`src/rtl/status_register_bank.sv`:
```
// Bank of read/modify/write status registers with change pulses
// and a circular history of prior register-0 values.
module status_register_bank #(
  parameter int WIDTH      = 8,
  parameter int NUM_REGS   = 4,
  parameter int HIST_DEPTH = 4,
  localparam int AW = $clog2(NUM_REGS),
  localparam int CW = $clog2(HIST_DEPTH + 1)
) (
  input  logic             clk,
  input  logic             rst,
  input  logic             write_en,
  input  logic [AW-1:0]    write_addr,
  input  logic [1:0]       write_mode,
  input  logic [WIDTH-1:0] write_data,
  input  logic [AW-1:0]    read_addr,
  output logic [WIDTH-1:0] read_data,
  output logic [WIDTH-1:0] current_state,
  output logic             change_pulse,
  output logic [AW-1:0]    change_addr,
  input  logic             hist_rd_en,
  output logic [WIDTH-1:0] hist_data,
  output logic [CW-1:0]    hist_count,
  output logic             hist_empty,
  output logic             hist_full,
  output logic             hist_overflow
);

  localparam int PW = $clog2(HIST_DEPTH);
  localparam logic [AW:0]   NR       = (AW+1)'(NUM_REGS);
  localparam logic [CW-1:0] FULL_CNT = CW'(HIST_DEPTH);
  localparam logic [PW-1:0] LAST     = PW'(HIST_DEPTH - 1);

  logic [WIDTH-1:0] regs [NUM_REGS];
  logic [WIDTH-1:0] mem  [HIST_DEPTH];
  logic [PW-1:0]    wptr, rptr;
  logic [CW-1:0]    count;
  logic             ovf;

  logic             rd_ok, wr_hit, changed, push, pop;
  logic [AW-1:0]    rd_idx, wr_idx;
  logic [WIDTH-1:0] old_val, new_val;

  function automatic logic [PW-1:0] nxt(input logic [PW-1:0] p);
    return (p == LAST) ? '0 : p + 1'b1;
  endfunction

  always_comb begin
    rd_ok   = {1'b0, read_addr} < NR;
    rd_idx  = rd_ok ? read_addr : '0;
    wr_hit  = write_en && ({1'b0, write_addr} < NR);
    wr_idx  = wr_hit ? write_addr : '0;
    old_val = regs[wr_idx];
    new_val = write_data;
    unique case (write_mode)
      2'b00: new_val = write_data;
      2'b01: new_val = old_val | write_data;
      2'b10: new_val = old_val & ~write_data;
      2'b11: new_val = old_val ^ write_data;
    endcase
    changed = wr_hit && (new_val != old_val);
    push    = changed && (wr_idx == '0);
    pop     = hist_rd_en && (count != '0);
  end

  always_ff @(posedge clk or posedge rst) begin
    if (rst) begin
      for (int i = 0; i < NUM_REGS; i++) regs[i] <= '0;
      change_pulse <= 1'b0;
      change_addr  <= '0;
    end else begin
      change_pulse <= changed;
      if (changed) begin
        regs[wr_idx] <= new_val;
        change_addr  <= wr_idx;
      end
    end
  end

  // A push onto a full buffer without a pop drops the oldest entry.
  always_ff @(posedge clk or posedge rst) begin
    if (rst) begin
      wptr  <= '0;
      rptr  <= '0;
      count <= '0;
      ovf   <= 1'b0;
    end else if (push) begin
      wptr <= nxt(wptr);
      if (pop) begin
        rptr <= nxt(rptr);
      end else if (count == FULL_CNT) begin
        rptr <= nxt(rptr);
        ovf  <= 1'b1;
      end else begin
        count <= count + 1'b1;
      end
    end else if (pop) begin
      rptr  <= nxt(rptr);
      count <= count - 1'b1;
    end
  end

  always_ff @(posedge clk) begin
    if (push && !rst) mem[wptr] <= old_val;
  end

  assign read_data     = rd_ok ? regs[rd_idx] : '0;
  assign current_state = regs[0];
  assign hist_count    = count;
  assign hist_empty    = (count == '0);
  assign hist_full     = (count == FULL_CNT);
  assign hist_overflow = ovf;
  assign hist_data     = hist_empty ? '0 : mem[rptr];

endmodule

```
`config.mk`:
```
export PLATFORM = sky130hd
export DESIGN_NAME = status_register_bank
export DESIGN_NICKNAME = d
export VERILOG_FILES = /design/src/rtl/status_register_bank.sv
export SDC_FILE = /design/constraint.sdc
export NUM_CORES = 1
export LEC_CHECK = 0
export CAP_MARGIN = 5
export CORE_MARGIN = 3
export CORE_UTILIZATION = 30
export DETAILED_ROUTE_END_ITERATION = 10
export MAX_ROUTING_LAYER = met4
export PLACE_DENSITY = 0.6
export SLEW_MARGIN = 40
export SYNTH_ARGS = -nofsm -noshare
export SYNTH_HDL_FRONTEND = slang
export SYNTH_SLANG_ARGS = --single-unit
```
`constraint.sdc`:
```
create_clock -name clk -period 4 [get_ports clk]
set_input_delay 1 -clock clk [delete_from_list [all_inputs] [get_ports clk]]
set_output_delay 1 -clock clk [all_outputs]
set_load 0.03 [all_outputs]
```
* After elaboration in Yosys (flattened, before gate mapping)
Memory sizes are Yosys's and may differ from the RTL's.
Index checks and enable logic that the tools add are counted.
** Word-level totals
- Register bits after elaboration :: 43
- RAM bits :: 32
- Input port bits :: 18
- Output and inout port bits :: 33
- Logic and storage cells :: 73
- Memories :: 1
** Memory list
- mem :: depth 4, bits a word 8, rd ports 1, clocked after memory_dff 0, write ports 1, line 35 : logic [WIDTH-1:0] mem [HIST_DEPTH];
** Cells by class
- $add $sub $neg :: 4
- Magnitude comparators :: 3
- Equal/unequal tests :: 9
- Multiplexer cells :: 24
- Bitwise gates (word level) :: 7
- Reduce and logical (&&, ||, !) cells :: 15
** Operators with widths (count)
- 8-bit two-way mux :: 6
- 8-bit binary-select mux with 2-bit select :: 2
- 32-bit bitwise mux :: 1
- 8-bit case mux with 4 select lines :: 1
- 8-bit demux with 2-bit select :: 1
- 2-bit two-way mux :: 7
- 3-bit two-way mux :: 4
- 8-bit AND :: 1
- 2-bit == test (second input constant) :: 4
- 8-bit != test :: 1
- 8-bit NOT :: 1
- 8-bit bitwise OR :: 1
- 8-bit XOR :: 1
- 3-bit greater-or-equal comparator (second input constant) :: 2
- 2-bit NOT with 3-bit output :: 2
- 3-bit AND reduction :: 2
- 1-bit logical AND :: 5
- 2-bit by 1-bit adder with 2-bit output (second input constant) :: 2
- 2-bit logical NOT :: 2
- 2-bit nonzero test :: 2
- 3-bit by 1-bit adder with 3-bit output (second input constant) :: 1
- 3-bit == test (second input constant) :: 1
- 3-bit logical NOT :: 1
- 3-bit by 1-bit < comparator with 1-bit output (second input constant) :: 1
- other kinds (9) :: 10

* Logic depth before layout (Yosys ltp)
- Word-level depth :: 13
- Mapped depth :: 18

* Worst setup path before layout
Ideal clock, no wire load.
- Path type :: input to register
- From :: in write_addr[0]
- To :: reg count[1], in the netlist hist_count[1]
- Library setup time :: 0.066 ns
- Arrival time :: 4.223 ns
- Path slack :: -0.290 ns
- Stages on the path :: 16
- Cell sequence :: buf_6 mux2_4 a222oi_1 inv_1 ha_1 a21oi_1 xnor2_1 o32ai_1 and4_1 a21oi_2 buf_6 inv_1 fa_1 mux2i_1 a22oi_1 o311a_1
** Between the ends
- Word-level cells in the longest chain between the ends :: 12
- Elaborated cells between the ends (all ways) :: 17
- Those cells by class :: eq/ne: 2; mux: 6; bitwise: 4; reduce/logical: 5
** Ends and longest elaborated chain
- start, declared :: line 13 : input logic [AW-1:0] write_addr,
- 2-bit two-way mux * :: line 52 : wr_idx = wr_hit ? write_addr : '0;
- 2-bit NOT with 3-bit output (not written as such) :: line 53 : old_val = regs[wr_idx];
- 8-bit binary-select mux with 2-bit select :: line 53
- 8-bit two-way mux (not written as such) (2 in series) :: line 53
- 8-bit XOR (tied with other cells) :: line 59 : 2'b11: new_val = old_val ^ write_data;
- 8-bit case mux with 4 select lines :: line 55 : unique case (write_mode)
- 8-bit != test :: line 61 : changed = wr_hit && (new_val != old_val);
- 1-bit logical AND :: line 61
- 1-bit logical AND * :: line 62 : push = changed && (wr_idx == '0);
- 2-bit != test (no line) or 2-bit nonzero test (tied branches)
- 3-bit AND reduction (no line)
- end signal, assigned :: line 95 : count <= count + 1'b1;
- end signal, assigned :: line 99 : count <= count - 1'b1;
- end, declared :: line 37 : logic [CW-1:0] count;
Every way passes the cells marked *; elsewhere a longest branch is shown, timed or not. The select of a mux whose other input is x is not followed.
A chain may end at the register's enable or synchronous reset.

* Worst setup path in the final report
Same ends and word-level chain as after synthesis.

==> results_dict.tcl <==
set metrics [dict create \
    rr_startpoint "regs[8]$_DFFE_PP0P_" \
    synth_flop_cell "dfrtp_1" \
    setup.worst_path.start "write_addr[0]" \
    routed_via_density 5.134 \
    cts_sinks 75 \
    cts_max_level 3 \
    hold_path.class "register to register" \
    syn-cell-area_mm2 0.004474 \
    die_x_um 128.1 \
    synth_cells 378 \
    cp.required_ns 4.28 \
    grt_max_degree 41 \
    crit_slowest_cell "fa_2" \
    syn_nets 410 \
    power.density_mw_per_mm2 600.3 \
    synth_fa_ha_area_frac 0.04083 \
    drive_above_1_share 0.3256 \
    clk_pin_slew_ns 0.06 \
    max_cap_violations 0 \
    hold_ws_ns 0.4747 \
    die_h_um 128.1 \
    grt_pass1_wl_um 18570 \
    ir_drop_v 0.0002353 \
    critPathKind "input pin to register" \
    first_pass_iters 4 \
    fin_crit_sh 0.9691 \
    setup_viol 0 \
    grt_setup_unrepaired "no" \
    slew_viol_final 0 \
    synth_compound_area_frac 0.1233 \
    avgSynthCellArea_um2 11.84 \
    async_reset_ff_frac 0.5733 \
    cp-endpoint "hist_count[1]$_DFFE_PP0P_" \
    cp.arrival_ns 4.16 \
    power.leakage_nw 2.425 \
    fin_util 0.4025 \
    cts-buffers-inserted 9 \
    finalNetCount 500 \
    worst_path_most_repeated_cell "inv_4" \
    synthMuxAreaShare 0.2011 \
    layout_min_cycle_time_ns 3.876 \
    status "finished, final reports clean" \
    dieArea_mm2 0.01642 \
    worstReg2RegEnd "hist_count[1]$_DFFE_PP0P_" \
    nFillCells 1391 \
    critPathMaxStageDelay_ns 0.53 \
    cts_root_buf "clkbuf_16" \
    fmax_mhz 258.0 \
    num_vias 3373 \
    rrSetupSlack_ns 0.65 \
    preCtsSetupSlack_ns -0.8423 \
    end_kind "register" \
    cts_tree "yes" \
    synthDistinctLibCells 57 \
    synth-simple-area-share 0.1074 \
    synth_xor_area_frac 0.007830 \
    slew_headroom 0.6071 \
    worst_setup_path_start_kind "input pin" \
    diodes 0 \
    ctsHoldBuffers 0 \
    synth_enable_flop_cells 32 \
    worst_pin_slew_ns 0.5894 \
    ys_seq_area_frac 0.4553 \
    grt_pass1_vias 3655 \
    routed_wl_um 11420 \
    yosys_warnings 0 \
    final_antenna_net_count 0 \
    grt_usage 0.1490 \
    cp_max_fo 7 \
    dpl.hpwl_um 8754 \
    start_util 0.3067 \
    ios 51 \
    min_from "hist_overflow$_DFFE_PP0P_" \
    port-buffer-count 50 \
    fin_skew_ns 0.007474 \
    crit_chain "buf_6 > buf_8 > mux2_4 > a222oi_1 > buf_4 > inv_4 > ha_4 > a21oi_2 > xnor2_1 > o32ai_2 > and4_4 > a21oi_4 > inv_4 > fa_2 > mux2i_1 > a22oi_1 > o311a_1" \
    grt_overflow 0 \
    remaining_drc_errors 0 \
    gp_congestion 0.8484 \
    antenna_found_initial 0 \
    area_growth_pct 31.24 \
    power_mw 3.525 \
    reg2reg_depth 15 \
    clk_latency_ns 0.34 \
    hold_viol 0 \
    fp-row-count 44 \
    wire_per_inst_um 17.38 \
    layout_setup_ws_ns 0.1236 \
    cts_buffer_depth 2 \
    first_iter_violations 237 \
    ys_ff_latch 75 \
    coreArea_mm2 0.01459 \
    synth_top_family_by_area "multiplexers" \
]
[layout by cell type, fill, tap and decap left out, types with 3 or more instances in the layout]
master,n
nor2_1,20
nand3_1,5
a22oi_1,3
and4b_1,4
edfxtp_1,32
o211ai_1,6
a31oi_1,3
clkdlybuf4s50_1,42
mux2_4,7
o21ai_1,4
nand2_1,27
a222oi_1,5
a21oi_1,6
and3_1,5
clkbuf_16,9
or3_1,3
a221o_1,11
mux2_1,7
o21ai_0,10
nor2b_1,10
mux2_2,23
buf_4,65
nor2_4,3
mux4_2,16
mux2i_1,10
xnor2_1,4
inv_1,23
ha_1,12
dfrtp_1,43
[flip-flops by register name, indices dropped and copies added, names as in the netlist]
signal / flops
hist_overflow: 1
change_pulse: 1
current_state: 8
mem: 32
change_addr: 2
rptr: 2
wptr: 2
regs: 24
hist_count: 3
[synth_stat cells, drive strengths merged, types with 2 or more instances]
library cell / count / area (um^2)
a31oi: 3 / 18.77
and2: 2 / 12.51
inv: 26 / 97.59
dfrtp: 43 / 1076
nor2b: 10 / 62.56
nand2b: 2 / 12.51
a222oi: 5 / 50.05
mux2: 37 / 439.2
o311ai: 2 / 17.52
mux2i: 10 / 100.1
o21ai: 14 / 70.06
nor4: 2 / 27.53
a221oi: 2 / 17.52
xnor2: 4 / 35.03
nand3: 5 / 25.02
buf: 19 / 137.6
a21o: 2 / 15.01
nor3: 3 / 15.01
a21oi: 9 / 52.55
or3: 3 / 18.77
nor2: 23 / 91.34
a221o: 11 / 110.1
edfxtp: 32 / 960.9
ha: 13 / 162.7
mux4: 16 / 360.4
clkbuf: 14 / 52.55
and4b: 4 / 40.04
a211oi: 3 / 22.52
o22ai: 2 / 12.51
o211ai: 6 / 45.04
and3: 7 / 48.80
a22oi: 3 / 22.52
nand2: 27 / 101.4
[metrics by stage]
step | instances | area (um^2) | setup TNS [ns]
after floorplan | 378 | 4511 | -0.5001
after global routing | 657 | 5872 | 0
after global placement | 638 | 5498 | -42.89
final | 657 | 5872 | 0
after CTS | 658 | 5856 | -0.03469
after detailed placement | 638 | 5498 | -47.43
[per-layer routing]
layer  track usage  part of all wire
met1        0.1727              0.41
met2        0.2591              0.53
met3       0.03500             0.047
met4       0.04057             0.014
met5             -                 0
[layout make-up]
cell class                      instances  area, um^2  area share
Clock buffer                            9       225.2     0.03836
Clock inverter                          7       82.58     0.01406
Inverter                               26       102.6     0.01747
Multi-Input combinational cell        244        2230      0.3797
Sequential cell                        75        2037      0.3469
Tap cell                              184       230.2     0.03921
Timing Repair Buffer                  112       964.7      0.1643
[how the worst min path moves through the flow]
stage | endpoint | depth (start not counted)
2_1_floorplan | regs[22]$_DFFE_PP0P_ | 1
3_3_place_gp | change_addr[1]$_DFFE_PP0P_ | 2
3_5_place_dp | hist_overflow$_DFFE_PP0P_ | 1
4_1_cts | hist_overflow$_DFFE_PP0P_ | 1
5_1_grt | hist_overflow$_DFFE_PP0P_ | 1
6_report | hist_overflow$_DFFE_PP0P_ | 1
[timing repair]
action	in CTS	in global routing
gates resized for setup	20	12
setup endpoints to repair	74	29
pin swaps	11	10
setup buffers	4	0
[power breakdown]
group	internal [mW]	total (mW)	switching [mW]
sequential	0.969	1.15	0.178
combinational	0.768	1.55	0.782
clock	0.492	0.827	0.335
[worst max-delay path: cells and delay by family]
kind | cells | cell delay (ns)
adders and majority gates | 2 | 0.76
AOI/OAI and AO/OA | 6 | 1.16
xor gates and xnor gates | 1 | 0.14
muxes | 2 | 0.36
and+or+nand+nor | 1 | 0.22
buffers and inverters | 5 | 0.54
[kinds of logic (layout without fill, tap and decap cells)]
group | count (synthesis) | after routing
mux | 63 | 63
buf+inv | 59 | 154
compound gates | 72 | 72
flops | 75 | 75
simple gates | 91 | 91
fa+ha+maj | 14 | 14
xor+xnor | 4 | 4
(Power assumes the default switching activity.)
